[config.mk]
export PLATFORM = sky130hd
export DESIGN_NAME = mapper_bpsk_wifi
export DESIGN_NICKNAME = d
export VERILOG_FILES = /design/src/rtl/mapper_bpsk_wifi.sv
export SDC_FILE = /design/constraint.sdc
export NUM_CORES = 1
export LEC_CHECK = 0
export BUFFER_PORTS_ARGS = -buffer_cell sky130_fd_sc_hd__clkbuf_2
export CAP_MARGIN = 20
export CORE_UTILIZATION = 35
export DETAILED_ROUTE_END_ITERATION = 10
export PLACE_DENSITY_LB_ADDON = 0.25
export SETUP_SLACK_MARGIN = 0.5
export SYNTH_ARGS = -nofsm -noshare
export SYNTH_HDL_FRONTEND = slang
export SYNTH_SLANG_ARGS = --single-unit
export TNS_END_PERCENT = 10
[constraint.sdc]
create_clock -name clk -period 1.7 [get_ports clk]
set_clock_uncertainty 0.05 [all_clocks]
set_input_delay 0.255 -clock clk [delete_from_list [all_inputs] [get_ports clk]]
set_output_delay 0.255 -clock clk [all_outputs]
set_load 0.01 [all_outputs]
[src/rtl/mapper_bpsk_wifi.sv]
// ---------------------------------------------------------------------------
// mapper_bpsk_wifi
//   WiFi TX-side BPSK mapper. Serial coded bits are mapped onto 12-bit signed
//   I/Q constellation points (bit 1 -> +AMP, bit 0 -> -AMP, Q = 0) for the
//   IFFT subcarrier loader. A two-entry skid buffer (head + skid register)
//   provides a full valid/ready handshake on both sides. A subcarrier counter
//   flags the last point of each OFDM symbol and a symbol counter tallies
//   completed symbols.
//
// Ports
//   clk            in   1      system clock, rising edge
//   reset          in   1      asynchronous active-high reset
//   clear          in   1      synchronous flush: empties buffer, zeroes counters
//   valid_in       in   1      data_in valid
//   data_in        in   1      coded bit to map
//   ready_out      out  1      mapper can accept a bit this cycle
//   valid_out      out  1      data_out_real/imag valid
//   ready_in       in   1      downstream accepts output this cycle
//   data_out_real  out  WIDTH  I component, +AMP or -AMP (0 when empty)
//   data_out_imag  out  WIDTH  Q component, always 0
//   last_out       out  1      current point is subcarrier N_SC-1
//   sym_cnt        out  SYM_W  completed symbols, wraps at 2^SYM_W
// ---------------------------------------------------------------------------
module mapper_bpsk_wifi #(
    parameter int WIDTH = 12,
    parameter int AMP   = 1024,
    parameter int N_SC  = 48,
    parameter int SYM_W = 8
) (
    input  logic             clk,
    input  logic             reset,
    input  logic             clear,
    input  logic             valid_in,
    input  logic             data_in,
    output logic             ready_out,
    output logic             valid_out,
    input  logic             ready_in,
    output logic [WIDTH-1:0] data_out_real,
    output logic [WIDTH-1:0] data_out_imag,
    output logic             last_out,
    output logic [SYM_W-1:0] sym_cnt
);

    localparam int SC_W = (N_SC > 1) ? $clog2(N_SC) : 1;
    localparam logic [SC_W-1:0]  SC_LAST = SC_W'(N_SC - 1);
    localparam logic [SC_W-1:0]  SC_ONE  = SC_W'(1);
    localparam logic [SYM_W-1:0] SYM_ONE = SYM_W'(1);
    localparam logic [WIDTH-1:0] AMP_P   = WIDTH'(AMP);
    localparam logic [WIDTH-1:0] NEG_P   = ~AMP_P + {{(WIDTH-1){1'b0}}, 1'b1};

    typedef enum logic [1:0] {
        EMPTY = 2'd0,
        ONE   = 2'd1,
        FULL  = 2'd2
    } occ_t;

    occ_t             state_r;
    occ_t             state_nxt;
    logic             head_load;
    logic             head_from_skid;
    logic             skid_load;
    logic             skid_bit_r;
    logic [WIDTH-1:0] real_r;
    logic [SC_W-1:0]  sc_cnt_r;
    logic [SYM_W-1:0] sym_cnt_r;
    logic             in_xfer;
    logic             out_xfer;

    // BPSK constellation: 1 -> +AMP, 0 -> -AMP (two's complement)
    function automatic logic [WIDTH-1:0] map_bit(input logic b);
        logic [WIDTH-1:0] r;
        if (b) begin
            r = AMP_P;
        end else begin
            r = NEG_P;
        end
        return r;
    endfunction

    assign ready_out     = (state_r != FULL);
    assign valid_out     = (state_r != EMPTY);
    assign in_xfer       = valid_in & ready_out;
    assign out_xfer      = valid_out & ready_in;
    assign data_out_real = real_r;
    assign data_out_imag = {WIDTH{1'b0}};
    assign last_out      = valid_out & (sc_cnt_r == SC_LAST);
    assign sym_cnt       = sym_cnt_r;

    // Occupancy state register
    always_ff @(posedge clk or posedge reset) begin
        if (reset) begin
            state_r <= EMPTY;
        end else begin
            state_r <= state_nxt;
        end
    end

    // Next occupancy and buffer load strobes; clear wins over any transfer
    always_comb begin
        state_nxt      = state_r;
        head_load      = 1'b0;
        head_from_skid = 1'b0;
        skid_load      = 1'b0;
        case (state_r)
            EMPTY: begin
                if (in_xfer) begin
                    state_nxt = ONE;
                    head_load = 1'b1;
                end else begin
                    state_nxt = EMPTY;
                end
            end
            ONE: begin
                if (in_xfer && out_xfer) begin
                    state_nxt = ONE;
                    head_load = 1'b1;
                end else if (in_xfer) begin
                    state_nxt = FULL;
                    skid_load = 1'b1;
                end else if (out_xfer) begin
                    state_nxt = EMPTY;
                end else begin
                    state_nxt = ONE;
                end
            end
            FULL: begin
                if (out_xfer) begin
                    state_nxt      = ONE;
                    head_from_skid = 1'b1;
                end else begin
                    state_nxt = FULL;
                end
            end
            default: begin
                state_nxt = EMPTY;
            end
        endcase
        if (clear) begin
            state_nxt      = EMPTY;
            head_load      = 1'b0;
            head_from_skid = 1'b0;
            skid_load      = 1'b0;
        end else begin
            state_nxt = state_nxt;
        end
    end

    // Head register holds the mapped point; zeroed whenever the buffer empties
    always_ff @(posedge clk or posedge reset) begin
        if (reset) begin
            real_r <= {WIDTH{1'b0}};
        end else if (clear) begin
            real_r <= {WIDTH{1'b0}};
        end else if (head_load) begin
            real_r <= map_bit(data_in);
        end else if (head_from_skid) begin
            real_r <= map_bit(skid_bit_r);
        end else if (state_nxt == EMPTY) begin
            real_r <= {WIDTH{1'b0}};
        end else begin
            real_r <= real_r;
        end
    end

    // Skid register catches the bit accepted while the head is stalled
    always_ff @(posedge clk or posedge reset) begin
        if (reset) begin
            skid_bit_r <= 1'b0;
        end else if (clear) begin
            skid_bit_r <= 1'b0;
        end else if (skid_load) begin
            skid_bit_r <= data_in;
        end else begin
            skid_bit_r <= skid_bit_r;
        end
    end

    // Subcarrier and symbol counters advance only on output transfers
    always_ff @(posedge clk or posedge reset) begin
        if (reset) begin
            sc_cnt_r  <= {SC_W{1'b0}};
            sym_cnt_r <= {SYM_W{1'b0}};
        end else if (clear) begin
            sc_cnt_r  <= {SC_W{1'b0}};
            sym_cnt_r <= {SYM_W{1'b0}};
        end else if (out_xfer) begin
            if (sc_cnt_r == SC_LAST) begin
                sc_cnt_r  <= {SC_W{1'b0}};
                sym_cnt_r <= sym_cnt_r + SYM_ONE;
            end else begin
                sc_cnt_r  <= sc_cnt_r + SC_ONE;
                sym_cnt_r <= sym_cnt_r;
            end
        end else begin
            sc_cnt_r  <= sc_cnt_r;
            sym_cnt_r <= sym_cnt_r;
        end
    end

endmodule
Word level (Yosys, flattened, before mapping). Cells that the tools add are included.

Add/sub/neg operators: 2. Equality and inequality tests: 4. Muxes and demuxes: 31. Bitwise gates (word level): 3. Reduce and logical (&&, ||, !) cells: 9.

Operators with widths (number): 2-to-1 mux 12 bit (6); 2-to-1 mux 8 bit (3); 2-to-1 mux 6 bit (3); 2-to-1 mux 1 bit (13); adder 8 x 1 -> 8 bit, second input constant (1); 2-to-1 mux 2 bit (4); nonzero test 2 bit (4); adder 6 x 1 -> 6 bit, second input constant (1); equality test 6 bit, second input constant (1); one-hot mux 2 bit (3 select lines) (1); zero test 2 bit (2); nonzero test 4 bit (1); AND 1 bit (3); equality test 2 x 1 -> 1 bit, second input constant (1); equality test 2 bit, second input constant (1); != test 2 bit, second input constant (1); one-hot mux 1 bit (2 select lines) (1); AND reduction 2 bit (1); logical AND 1 bit (1).

Bits in registers: 29. Input port bits: 6. Output and inout bits: 35.

Longest topological paths before layout.
Depth after elaboration: 12. Mapped depth: 9.

Worst setup path after synthesis. Ideal clock, no wire load.

Path kind: register to register. Start: register state_r[1]. End: register state_r[0]. Library setup time: 0.077 ns. Arrival time: 1.646 ns. Required time: 1.573 ns. Slack: -0.073 ns. Cell stages (with the launch flop): 9. Buffers on the path: 1. Clock period less this slack: 1.773 ns. Cells stage by stage: dfrtp_1 -> buf_2 -> nor2b_1 -> inv_1 -> and2_1 -> ha_1 -> nand2b_1 -> a21o_1 -> a21oi_1.

Elaborated cells on any way between the ends: 15.

RTL lines: start, declared (line 57) `occ_t state_r;`; start signal, assigned (line 94) `state_r <= state_nxt;`; != test 2 bit (*) (line 80) `assign ready_out = (state_r != FULL);`; named net ready_out (line 35) `output logic ready_out,`; AND 1 bit (*) (line 82) `assign in_xfer = valid_in & ready_out;`; 2-to-1 mux 2 bit or logical AND 1 bit (tied branches) (line 117, 114); 2-to-1 mux 2 bit (line 114) `if (in_xfer && out_xfer) begin`; one-hot mux 2 bit (3 select lines) (*) (line 104) `case (state_r)`; 2-to-1 mux 2 bit (*) (line 138) `if (clear) begin`; named net state_nxt[0] (line 58) `occ_t state_nxt;`.

Mark *: on every way through the listed nets, which the timed path passes. The rest lies on a longest branch. A chain may end at the register's enable or synchronous reset.

Worst setup path after layout.
Start: register sc_cnt_r[4]. End: register sym_cnt_r[5] (netlist: sym_cnt[5]).

Longest elaborated chain between the ends: 3.

Ends and longest elaborated chain: start, declared (line 64) `logic [SC_W-1:0] sc_cnt_r;`; start signal, assigned (line 181) `sc_cnt_r <= {SC_W{1'b0}};`; start signal, assigned (line 184) `sc_cnt_r <= {SC_W{1'b0}};`; start signal, assigned (line 188) `sc_cnt_r <= {SC_W{1'b0}};`; equality test 6 bit (line 187) `if (sc_cnt_r == SC_LAST) begin`; nonzero test 2 bit (no source line); AND reduction 2 bit (no source line); end signal, assigned (line 185) `sym_cnt_r <= {SYM_W{1'b0}};`; end signal, assigned (line 189) `sym_cnt_r <= sym_cnt_r + SYM_ONE;`; end signal, assigned (line 192) `sym_cnt_r <= sym_cnt_r;`; end, declared (line 65) `logic [SYM_W-1:0] sym_cnt_r;`.

Every way passes these cells.

==> metrics.md <==
| Metric | Value |
|---|---|
| Total number of nets in the final design | 188 |
| Cell Count, Final, Fillers Out | 224 |
| Met2 Resource Use GR | 25.1% |
| Synthesis-to-layout area growth | 31.8% |
| Setup repair after global routing missed its margin | true |
| Met1 usage | 20.7% |
| Most common cell after layout, fill and taps aside | conb_1 |
| Placed cell areas | 1390 um2 |
| Height of the die | 62.3 um |
| Final Util | 49.1% |
| DRC marker count from the first detailed-route iteration | 18 |
| Remaining antenna violation count | 0 |
| Hold Violations, Final | 0 |
| Core Footprint | 3420 um2 |
| Most used DFF post-synth | dfrtp_1 |
| Data arrival time of the worst path | 1.86 ns |
| Count of warnings emitted by yosys | 0 |
| Post-synthesis cell type with the largest combined area | dfrtp_1 |
| # IOs | 41 |
| Final design instance area without fill | 1680 um2 |
| Clock-pin slew on the worst setup and hold paths | 0.12 ns |
| Sequential share of power | 53.3% |
| Commonest cells after routing, fill and taps aside | conb_1 (22), dfrtp_1 (15), buf_6 (14) |
| Final Max Tran Viols | 0 |
| Logic pwr share | 20.0% |
| Maximum buffer depth of the clock tree | 2 |
| Clock sinks | 19 |
| Total number of vias | 1069 |
| Half-perimeter wire length after detailed placement | 1890 um |
| Number of synthesized flops with an enable pin | 0 |
| Post-Syn Area per Cell | 9.02 um2 |
| Initial antenna violation count | 0 |
| Post-synthesis instance total | 141 |
| Global-route met3 utilization | 1.65% |
| Netlist area before placement | 1270 um2 |
| Top post-synthesis cells by area | dfrtp_1 (37%), buf_4 (13%), nand2_1 (3.8%), a21oi_1 (3.5%), xor2_1 (3.4%) |
| Sort of element at the end of the critical path | register |
| Register-to-Register Setup Slack | 0.03 ns |
| Post-synthesis async set-or-reset flop share | 100% |
| TritonCTS clock tree | yes |
| Count of buffers from port buffering | 18 |
| Count of state elements after synthesis | 19 |
| FP Rows | 21 |
| Count of unique library cells instantiated by Yosys | 40 |
| Grt ovf | 0 |
| CP Class | reg2reg |
| Outcome | finished, final reports clean |
| Initial Util | 37.3% |
| DP Worst Slack | 0.0356 ns |
| Clock network latency to the later pin of the worst-skew pair | 0.30 ns |
| CTS root buffer | clkbuf_4 |
| Combined global-route utilization of all metal layers | 15.3% |
| Internal power | 0.000625 W |
| Grt peak-use layer | met2 |
| Final period demand of the worst path | 1.67 ns |
| First-pass GRT wire length | 4730 um |
| Crit share post-route | 98.3% |
| Proportion of power drawn by the clock network | 26.8% |
| DR DRC count | 0 |
| Worst setup margin | 0.0287 ns |
| # setup viols final | 0 |
| Largest net degree at the start of global routing | 22 |
| Switching share of power | 29.6% |
| Highest Clock Rate | 598 MHz |
| Avg Vias per Cell | 4.77 |
| Cell Pwr Density | 529 nW/um2 |
| DIE WIDTH | 62.3 um |
| Post-synthesis sequential area ratio | 37.4% |
| Fraction of post-synthesis cell area in the top cell type by area | 37.4% |
| Global placement routability congestion | 0.772 |
| Share of post-route cells with drive strength above 1 | 41.6% |
| Total wire length after detailed routing | 2880 um |
| Number of iterations in the first detailed-routing pass | 6 |
| Worst Hold Class | in2reg |
| Req. time, crit path | 1.89 ns |
| Number of placed cells counting well taps | 207 |
| WL/cell | 12.9 um |
| CTS H-Tree Depth | 1 |
| # diodes | 0 |
| Highest fanout seen on the critical path | 4 |
| Type of origin of the critical path | register |
| Worst supply voltage drop on vdd | 0.000322 V |
| Static leakage | 0.793 nW |
| Setup TNS | 0 ns |
| Vias in the first global route | 1022 |
| Total of max-cap violations | 0 |
| Overall die area | 3880 um2 |
| CTS buffer count | 3 |
| Sw power | 0.000262 W |
## what timing repair did
| action | 4_1_cts | 5_1_grt |
|---|---|---|
| buffers inserted | 9 | 3 |
| setup endpoints to repair | 26 | 29 |
| hold endpoints to repair | 19 | 0 |
| gates resized for setup | 27 | 22 |
| hold buffers | 1 | 0 |
| pin swaps | 22 | 18 |
## area by class of cell
cell class                      count  area, um2
Sequential cell                    19        480
Tap cell                           46       57.6
Inverter                            5       21.3
Fill cell                         321       1740
Clock inverter                      1       7.51
Timing Repair Buffer               40        320
Clock buffer                        3       22.5
Multi-Input combinational cell    110        767
## metrics by stage
stage                     hold WS, ns  total power (W)
after floorplan                 0.156         0.000625
after global placement          0.227         0.000618
after detailed placement        0.220         0.000619
after CTS                       0.119         0.000899
after global routing            0.151         0.000937
final                           0.128         0.000887
## critical path: stages, from the launching register on
cell	delay, ns
dfrtp_1	0.40
and4b_2	0.30
buf_4	0.13
nand3_4	0.09
or4_4	0.50
a21oi_2	0.15
## power by group through the flow
stage	registers, W	clock network, W	logic (W)
detailed placement	0.000482	0	0.000137
global route	0.000474	0.000270	0.000193
global placement	0.000481	0	0.000137
CTS	0.000472	0.000254	0.000173
finish	0.000472	0.000237	0.000177
floorplan	0.000478	0	0.000147
## logic make-up after synthesis
logic type	after synthesis	synth area share, %
simple gates	54	22.9
buf+inv	33	19.6
compound gates	23	11.0
flops	19	37.4
xor+xnor	5	3.44
fa+ha+maj	3	2.95
mux	3	2.46
other cells	1	0.295
## final timing paths
path / from / endpoint / depth (start not counted)
max in group asynchronous: reset / sym_cnt[3]$_DFFE_PP0P_ / 4
min: data_in / skid_bit_r$_DFFE_PP0P_ / 3
min reg2reg: data_out_real[10]$_DFFE_PP0P_ / data_out_real[10]$_DFFE_PP0P_ / 2
min in group asynchronous: reset / skid_bit_r$_DFFE_PP0P_ / 4
max reg2reg: sc_cnt_r[4]$_DFFE_PP0P_ / sym_cnt[5]$_DFFE_PP0P_ / 5
max: sc_cnt_r[4]$_DFFE_PP0P_ / sym_cnt[5]$_DFFE_PP0P_ / 5
## state kept, by name, indices dropped and copies added (netlist names)
signal	count
data_out_real	2
sc_cnt_r	6
skid_bit_r	1
state_r	2
sym_cnt	8
## synthesized netlist by cell type (3+ instances only)
cell and n:
clkbuf_8 3, inv_1 4, or3_1 3, a31oi_1 3
nand2_1 13, buf_4 22, ha_1 3, a21oi_1 9
nand3_1 6, dfrtp_1 19, nor2_1 10, and3_1 3
nand4_1 4, xor2_1 5
## layer usage
| metal | share of wire [%] | vias up | wire, um |
|---|---|---|---|
| met2 | 52 | 18 | 1510 |
| met4 | 0.35 | 0 | 10 |
| met1 | 45 | 534 | 1300 |
| met3 | 2.1 | 2 | 60 |
| li1 | - | 515 | - |
| met5 | 0 | - | 0 |
Power figures use the tool's default switching activity.
